`src/rtl/fifo_pkg.sv`:
```
// Shared async-FIFO helpers: Gray/binary conversion and default depth.
// Used by both the read-side and write-side pointer controllers.
package fifo_pkg;

  localparam int FIFO_ADDR_WIDTH = 3;

  // Width-generic: callers zero-extend into 32 bits and truncate the result.
  function automatic logic [31:0] bin2gray(input logic [31:0] b);
    return b ^ (b >> 1);
  endfunction

  function automatic logic [31:0] gray2bin(input logic [31:0] g);
    logic [31:0] b;
    b[31] = g[31];
    for (int i = 30; i >= 0; i--) begin
      b[i] = b[i+1] ^ g[i];
    end
    return b;
  endfunction

endpackage

```
`src/rtl/fifo_rd_ctrl_if.sv`:
```
// Read-side FIFO bus: request/pointer inputs and registered status outputs.
// slave = read controller, master = consumer / CDC glue driving it.
interface fifo_rd_ctrl_if
  import fifo_pkg::*;
#(
  parameter int ADDR_WIDTH = FIFO_ADDR_WIDTH
);

  logic                  r_inc;
  logic [ADDR_WIDTH:0]   rq2_wptr;
  logic                  uf_clr;
  logic [ADDR_WIDTH-1:0] rd_addr;
  logic [ADDR_WIDTH:0]   rd_ptr;
  logic                  empty;
  logic                  almost_empty;
  logic [ADDR_WIDTH:0]   rd_level;
  logic                  underflow;

  modport slave (
    input  r_inc,
    input  rq2_wptr,
    input  uf_clr,
    output rd_addr,
    output rd_ptr,
    output empty,
    output almost_empty,
    output rd_level,
    output underflow
  );

  modport master (
    output r_inc,
    output rq2_wptr,
    output uf_clr,
    input  rd_addr,
    input  rd_ptr,
    input  empty,
    input  almost_empty,
    input  rd_level,
    input  underflow
  );

endinterface

```
`src/rtl/fifo_gray2bin.sv`:
```
// Parametrised Gray-to-binary XOR-prefix converter (combinational).
// Shared by the read and write pointer controllers.
module fifo_gray2bin #(
  parameter int W = 4
) (
  input  logic [W-1:0] gray,
  output logic [W-1:0] bin
);

  always_comb begin
    bin      = '0;
    bin[W-1] = gray[W-1];
    for (int i = W - 2; i >= 0; i--) begin
      bin[i] = bin[i+1] ^ gray[i];
    end
  end

endmodule

```
`src/rtl/fifo_rd_ctrl.sv`:
```
// Async FIFO read-side controller: pointers, RAM address, empty/level flags.
// Optional sticky underflow flag enabled by defining FIFO_RD_UNDERFLOW_EN.
module fifo_rd_ctrl
  import fifo_pkg::*;
#(
  parameter int ADDR_WIDTH = FIFO_ADDR_WIDTH,
  parameter int AE_THRESH  = 1
) (
  input  logic r_clk,
  input  logic r_rst,
  fifo_rd_ctrl_if.slave bus
);

  localparam int PW = ADDR_WIDTH + 1;
  localparam logic [PW-1:0] AE_T = PW'(AE_THRESH);

  logic [PW-1:0] rbin_q, rbin_d;
  logic [PW-1:0] rgray_q, rgray_d;
  logic [PW-1:0] level_q, level_d;
  logic [PW-1:0] wbin;
  logic          empty_q, empty_d;
  logic          ae_q, ae_d;
  logic          rinc;

  fifo_gray2bin #(.W(PW)) u_wdec (
    .gray (bus.rq2_wptr),
    .bin  (wbin)
  );

  // Flags look ahead to the post-read pointer so empty rises on the last read.
  always_comb begin
    rinc    = bus.r_inc & ~empty_q;
    rbin_d  = rbin_q + PW'(rinc);
    rgray_d = PW'(bin2gray(32'(rbin_d)));
    level_d = wbin - rbin_d;
    empty_d = (rgray_d == bus.rq2_wptr);
    ae_d    = (level_d <= AE_T);
  end

  always_ff @(posedge r_clk or negedge r_rst) begin
    if (!r_rst) begin
      rbin_q  <= '0;
      rgray_q <= '0;
      level_q <= '0;
      empty_q <= 1'b1;
      ae_q    <= 1'b1;
    end else begin
      rbin_q  <= rbin_d;
      rgray_q <= rgray_d;
      level_q <= level_d;
      empty_q <= empty_d;
      ae_q    <= ae_d;
    end
  end

  assign bus.rd_addr      = rbin_q[ADDR_WIDTH-1:0];
  assign bus.rd_ptr       = rgray_q;
  assign bus.empty        = empty_q;
  assign bus.almost_empty = ae_q;
  assign bus.rd_level     = level_q;

`ifdef FIFO_RD_UNDERFLOW_EN
  logic uf_q, uf_d;

  // A fresh underflow wins over a simultaneous clear.
  always_comb begin
    uf_d = (bus.r_inc & empty_q) | (uf_q & ~bus.uf_clr);
  end

  always_ff @(posedge r_clk or negedge r_rst) begin
    if (!r_rst) begin
      uf_q <= 1'b0;
    end else begin
      uf_q <= uf_d;
    end
  end

  assign bus.underflow = uf_q;
`else
  assign bus.underflow = 1'b0;
`endif

endmodule

```
`src/flat_wrapper.sv`:
```
// flat-port wrapper written by rule: the top's interface ports become plain ports
module fifo_rd_ctrl_flat import fifo_pkg::*;
#(
  parameter int ADDR_WIDTH = FIFO_ADDR_WIDTH,
  parameter int AE_THRESH  = 1
)
  (r_clk, r_rst, bus_r_inc, bus_rq2_wptr, bus_uf_clr, bus_rd_addr, bus_rd_ptr, bus_empty, bus_almost_empty, bus_rd_level, bus_underflow);
  fifo_rd_ctrl_if #(.ADDR_WIDTH(ADDR_WIDTH)) bus_i ();
  input  logic r_clk;
  input  logic r_rst;
  input wire logic [$bits(bus_i.r_inc)-1:0] bus_r_inc;
  input wire logic [$bits(bus_i.rq2_wptr)-1:0] bus_rq2_wptr;
  input wire logic [$bits(bus_i.uf_clr)-1:0] bus_uf_clr;
  output wire logic [$bits(bus_i.rd_addr)-1:0] bus_rd_addr;
  output wire logic [$bits(bus_i.rd_ptr)-1:0] bus_rd_ptr;
  output wire logic [$bits(bus_i.empty)-1:0] bus_empty;
  output wire logic [$bits(bus_i.almost_empty)-1:0] bus_almost_empty;
  output wire logic [$bits(bus_i.rd_level)-1:0] bus_rd_level;
  output wire logic [$bits(bus_i.underflow)-1:0] bus_underflow;
  assign bus_i.r_inc = bus_r_inc;
  assign bus_i.rq2_wptr = bus_rq2_wptr;
  assign bus_i.uf_clr = bus_uf_clr;
  assign bus_rd_addr = bus_i.rd_addr;
  assign bus_rd_ptr = bus_i.rd_ptr;
  assign bus_empty = bus_i.empty;
  assign bus_almost_empty = bus_i.almost_empty;
  assign bus_rd_level = bus_i.rd_level;
  assign bus_underflow = bus_i.underflow;
  fifo_rd_ctrl #(.ADDR_WIDTH(ADDR_WIDTH), .AE_THRESH(AE_THRESH)) u_core (.r_clk(r_clk), .r_rst(r_rst), .bus(bus_i));
endmodule
```
`config.mk`:
```
export PLATFORM = sky130hd
export DESIGN_NAME = fifo_rd_ctrl_flat
export DESIGN_NICKNAME = d
export VERILOG_FILES = /design/src/rtl/fifo_pkg.sv /design/src/rtl/fifo_rd_ctrl_if.sv /design/src/rtl/fifo_gray2bin.sv /design/src/rtl/fifo_rd_ctrl.sv /design/src/flat_wrapper.sv
export SDC_FILE = /design/constraint.sdc
export NUM_CORES = 1
export LEC_CHECK = 0
export ABC_AREA = 1
export BUFFER_PORTS_ARGS = -buffer_cell sky130_fd_sc_hd__buf_4
export CAP_MARGIN = 20
export CORE_UTILIZATION = 44
export CTS_CLUSTER_SIZE = 40
export DETAILED_ROUTE_END_ITERATION = 16
export PLACE_DENSITY = 0.76
export RECOVER_POWER = 50
export REMOVE_ABC_BUFFERS = 1
export SLEW_MARGIN = 20
export SYNTH_ARGS = -nofsm -noshare
export SYNTH_HDL_FRONTEND = slang
export SYNTH_SLANG_ARGS = --single-unit
```
`constraint.sdc`:
```
create_clock -name r_clk -period 2.1 [get_ports r_clk]
set_input_delay 0.21 -clock r_clk [delete_from_list [all_inputs] [get_ports r_clk]]
set_output_delay 0.21 -clock r_clk [all_outputs]
set_load 0.05 [all_outputs]
```
==> After elaboration in Yosys (flattened, before gate mapping) <==
Index checks and enable logic that the tools add are counted.
{ "totals": {"regBits": 14, "input_bits": 8, "elab_cells": 15} }
{ "op_classes": {"add_sub_neg": 2, "n_lt_le_gt_ge": 1, "eq_ne": 1, "bitwise_logic": 6} }
{ "op_table": {"columns": ["op", "count"], "rows": [
  ["4-bit by 1-bit adder with 4-bit output", 1],
  ["4-bit == test", 1],
  ["4-bit by 1-bit less-or-equal comparator with 1-bit output, second input constant", 1],
  ["4-bit subtractor", 1],
  ["4-bit by 3-bit XOR with 4-bit output", 1],
  ["1-bit XOR", 3],
  ["1-bit AND", 1],
  ["1-bit inverter", 1]
]} }

==> Longest topological paths before layout <==
{ "logic_depth": {"word_depth": 5, "ltp_mapped": 16, "mapped_depth_nobuf": 16} }

==> Cells and area by module <==
A second synthesis with hierarchy kept.
{ "unflattened": {"cells_unflattened": 120, "area_unflattened_um2": 835.8} }
{ "by_module_without_submodules": {"columns": ["module", "n_inst", "cells_each", "area_per_inst_um2"], "rows": [
  ["fifo_rd_ctrl", 1, 102, 742.0],
  ["fifo_gray2bin", 1, 18, 93.8]
]} }

==> Worst setup path after synthesis <==
Ideal clock, no wire load.
{ "synth_timing": {"path_type": "register to register", "startpoint": "reg u_core.empty_q, in the netlist u_core.bus.empty", "endpoint": "reg u_core.ae_q, in the netlist u_core.bus.almost_empty", "setup_time_ps": 67, "arrival_ps": 2259, "required_ps": 2033, "setup_slack_ps": -226, "path_stages_with_launch": 15, "period_less_slack_ps": 2326, "path_cell_list": "dfstp_2 nor2_1 ha_1 ha_1 inv_1 nand3_2 nand2_1 inv_1 ha_1 inv_1 nand2_2 nand2_2 nand2_2 or2_0 nor2_1"} }
{ "synth_between": {"elab_chain_len": 5} }
{ "synth_rtl": {"columns": ["item", "line", "text"], "rows": [
  ["from (decl)", "fifo_rd_ctrl.sv:21", "logic empty_q, empty_d;"],
  ["from (signal assigned)", "fifo_rd_ctrl.sv:51", "empty_q <= empty_d;"],
  ["1-bit inverter", "fifo_rd_ctrl.sv:32", "rinc = bus.r_inc & ~empty_q;"],
  ["1-bit AND", "fifo_rd_ctrl.sv:32", null],
  ["4-bit by 1-bit adder with 4-bit output", "fifo_rd_ctrl.sv:33", "rbin_d = rbin_q + PW'(rinc);"],
  ["net u_core.rbin_d[1]", "fifo_rd_ctrl.sv:17", "logic [PW-1:0] rbin_q, rbin_d;"],
  ["4-bit subtractor", "fifo_rd_ctrl.sv:35", "level_d = wbin - rbin_d;"],
  ["net u_core.level_d[2]", "fifo_rd_ctrl.sv:19", "logic [PW-1:0] level_q, level_d;"],
  ["4-bit by 1-bit less-or-equal comparator with 1-bit output", "fifo_rd_ctrl.sv:37", "ae_d = (level_d <= AE_T);"],
  ["net u_core.ae_d", "fifo_rd_ctrl.sv:22", "logic ae_q, ae_d;"],
  ["to (signal assigned)", "fifo_rd_ctrl.sv:46", "ae_q <= 1'b1;"],
  ["to (signal assigned)", "fifo_rd_ctrl.sv:52", "ae_q <= ae_d;"],
  ["to (decl)", "fifo_rd_ctrl.sv:22", null]
]} }
The timed path passes the listed nets, and every way through them passes these cells.

==> Final worst setup path <==
Ends and elaborated chain as after synthesis.

==> run summary <==
status -> complete, no violations
Slew HR -> 55.4%
Reg clk slew, reported paths -> 0.08 ns
DRC Markers -> 0
Die Ht -> 42.7 um
max-slew violations -> 0
largest net degree at the start of global routing -> 14
crit path time final -> 2.02 ns
worst setup path class -> reg2reg
worst slew pin tran -> 0.669 ns
vias in the first global route -> 533
hold crit path type -> in2reg
GR Util All Layers -> 16.3%
routed vias/inst -> 4.72
Area Growth Syn to Fin -> 36.2%
worst-path fanout max -> 3
RePlAce Congestion -> 0.796
nets@finish -> 125
initial core utilization -> 47.9%
cell area after synthesis -> 729 sq um
share of cells above drive strength 1 -> 47.7%
Placed Area -> 922 sq um
crit end category -> register
Fmax -> 0.496 GHz
Final Cycle Share -> 96.0%
hpwl dp -> 1040 um
initial antenna violation count -> 0
DR iter-0 viols -> 3
count of state elements after synthesis -> 13
first-pass GRT wire length -> 2200 um
cts bufs inserted -> 3
DRT Pass-1 Iters -> 2
Synth Instances -> 82
WL/cell -> 10.9 um
Clock Sinks -> 13
crit start category -> register
CTS Buffer Depth -> 2
CTS tree -> yes
core area -> 0.00152 sq mm
# setup viols final -> 0
Die W -> 42.7 um
Arr. time, crit path -> 2.22 ns
grt total ovfl -> 0
WL final -> 1390 um
IO buf count -> 19
number of distinct library cells after synthesis -> 19
ant diodes -> 0
sequential share of the synthesized area -> 44.9%
total number of vias -> 599
Final Skew -> 0.00119 ns
post-route cell area -> 993 sq um
number of I/O pins -> 22
H-tree depth -> 1
Clock Latency Late Sink -> 0.26 ns
Min Hold Slack -> 0.237 ns
Data required, critical path -> 2.30 ns
maxcap violations -> 0
die area -> 0.00182 sq mm
clock root cell -> clkbuf_4
Hold Vio Cnt, Final -> 0
Detail Route Antenna Nets -> 0
Syn. warnings -> 0
Fill cells -> 131
site row count -> 14
syn avg cell area -> 8.90 sq um
-- cells in the final DEF, fill, tap and decap left out, drive strengths merged --
| cell | instances |
|---|---|
| inv | 14 |
| xnor3 | 1 |
| ha | 5 |
| or2 | 2 |
| dfrtp | 11 |
| dfstp | 2 |
| dlygate4sd3 | 1 |
| xnor2 | 1 |
| nand3 | 9 |
| buf | 19 |
| clkbuf | 10 |
| xor2 | 3 |
| nand4 | 1 |
| nand2 | 25 |
| nor2 | 6 |
| conb | 1 |
-- cell usage after synthesis (all sizes together) --
library cell  instances  area (sq um)
nand3                 9          60.1
nand4                 1          6.26
nand2                25           114
xnor2                 1          8.76
conb                  1          3.75
inv                  14          52.6
xor2                  3          26.3
ha                    5          62.6
or2                   2          15.0
xnor3                 1          22.5
buf                   1          7.51
dfstp                 2          52.6
nor2                  6          22.5
dfrtp                11           275
-- what timing repair did --
action / CTS / global route
setup endpoints to repair: 1 / 2
cloned: 0 / 0
resized for setup: 3 / 16
hold buffers: 1 / 0
pin swaps: 0 / 12
hold endpoints to repair: 13 / 0
setup buffers: 0 / 1
-- layer usage --
layer  share of wire [%]  global-route usage, %  vias to the layer above
li1                    -                      -                      308
met5                   0                      0                        -
met3                 2.5                   3.83                        2
met1                  44                   20.5                      275
met2                  52                   27.3                       14
met4                 1.0                   5.63                        0
-- worst paths after layout --
kind / start / endpoint / slack [ns] / cells after the start
worst max-delay path: u_core.bus.empty / u_core.bus.almost_empty / 0.08 / 14
worst min-delay path: bus_rq2_wptr[1] / u_core.bus.empty / 0.24 / 4
worst max register to register: u_core.bus.empty / u_core.bus.almost_empty / 0.08 / 14
worst min register to register: u_core.rbin_q[0] / u_core.rbin_q[0] / 0.57 / 1
max in group asynchronous: r_rst / u_core.rbin_q[0] / 1.19 / 2
min in group asynchronous: r_rst / u_core.bus.rd_level[3] / 0.49 / 2
-- state kept, by name, summed over array words and instances, names as in the netlist --
register                 count
u_core.bus.rd_level          4
u_core.bus.rd_ptr            3
u_core.rbin_q                4
u_core.bus.almost_empty      1
u_core.bus.empty             1
-- through the flow --
stage	utilization, %	std cells	setup WS, ns	setup TNS [ns]
2_1_floorplan	-	81	-0.226	-0.391
3_3_place_gp	60.5	121	-0.0201	-0.0201
3_5_place_dp	60.5	121	-0.0929	-0.0929
4_1_cts	63.9	126	0.00880	0
5_1_grt	65.2	127	-0.0685	-0.0685
6_report	65.2	127	0.0840	0
-- final cells by class --
type	instances	area [sq um]	area share, %
repair buffers	26	175	17.6
well taps	16	20.0	2.02
flip-flops and latches	13	328	33.0
multi-input cells	54	389	39.2
inverters	14	55.1	5.54
clock buffers	4	26.3	2.64
-- critical path, stage by stage (launching register included) --
cell,delay [ns]
dfstp_2,0.54
nor2_2,0.04
ha_2,0.20
ha_4,0.16
inv_2,0.05
nand2_2,0.04
nand2_2,0.08
inv_2,0.05
ha_4,0.27
inv_4,0.04
nor2_2,0.07
nand3_1,0.10
nand3_1,0.11
nand2_2,0.08
nor2_2,0.12
-- cell families (layout without fill, tap and decap cells) --
kind of cell / after synthesis / in the layout / share of synthesized area [%]
XOR/XNOR: 5 / 5 / 7.89
adder cells (fa/ha/maj): 5 / 5 / 8.58
buffers and inverters: 15 / 44 / 8.23
flip-flops: 13 / 13 / 44.9
other: 1 / 1 / 0.514
AND/OR/NAND/NOR: 43 / 43 / 29.8
Power is not shown: default switching activity piles up to over one toggle a cycle in this logic, so the estimate is an artifact.
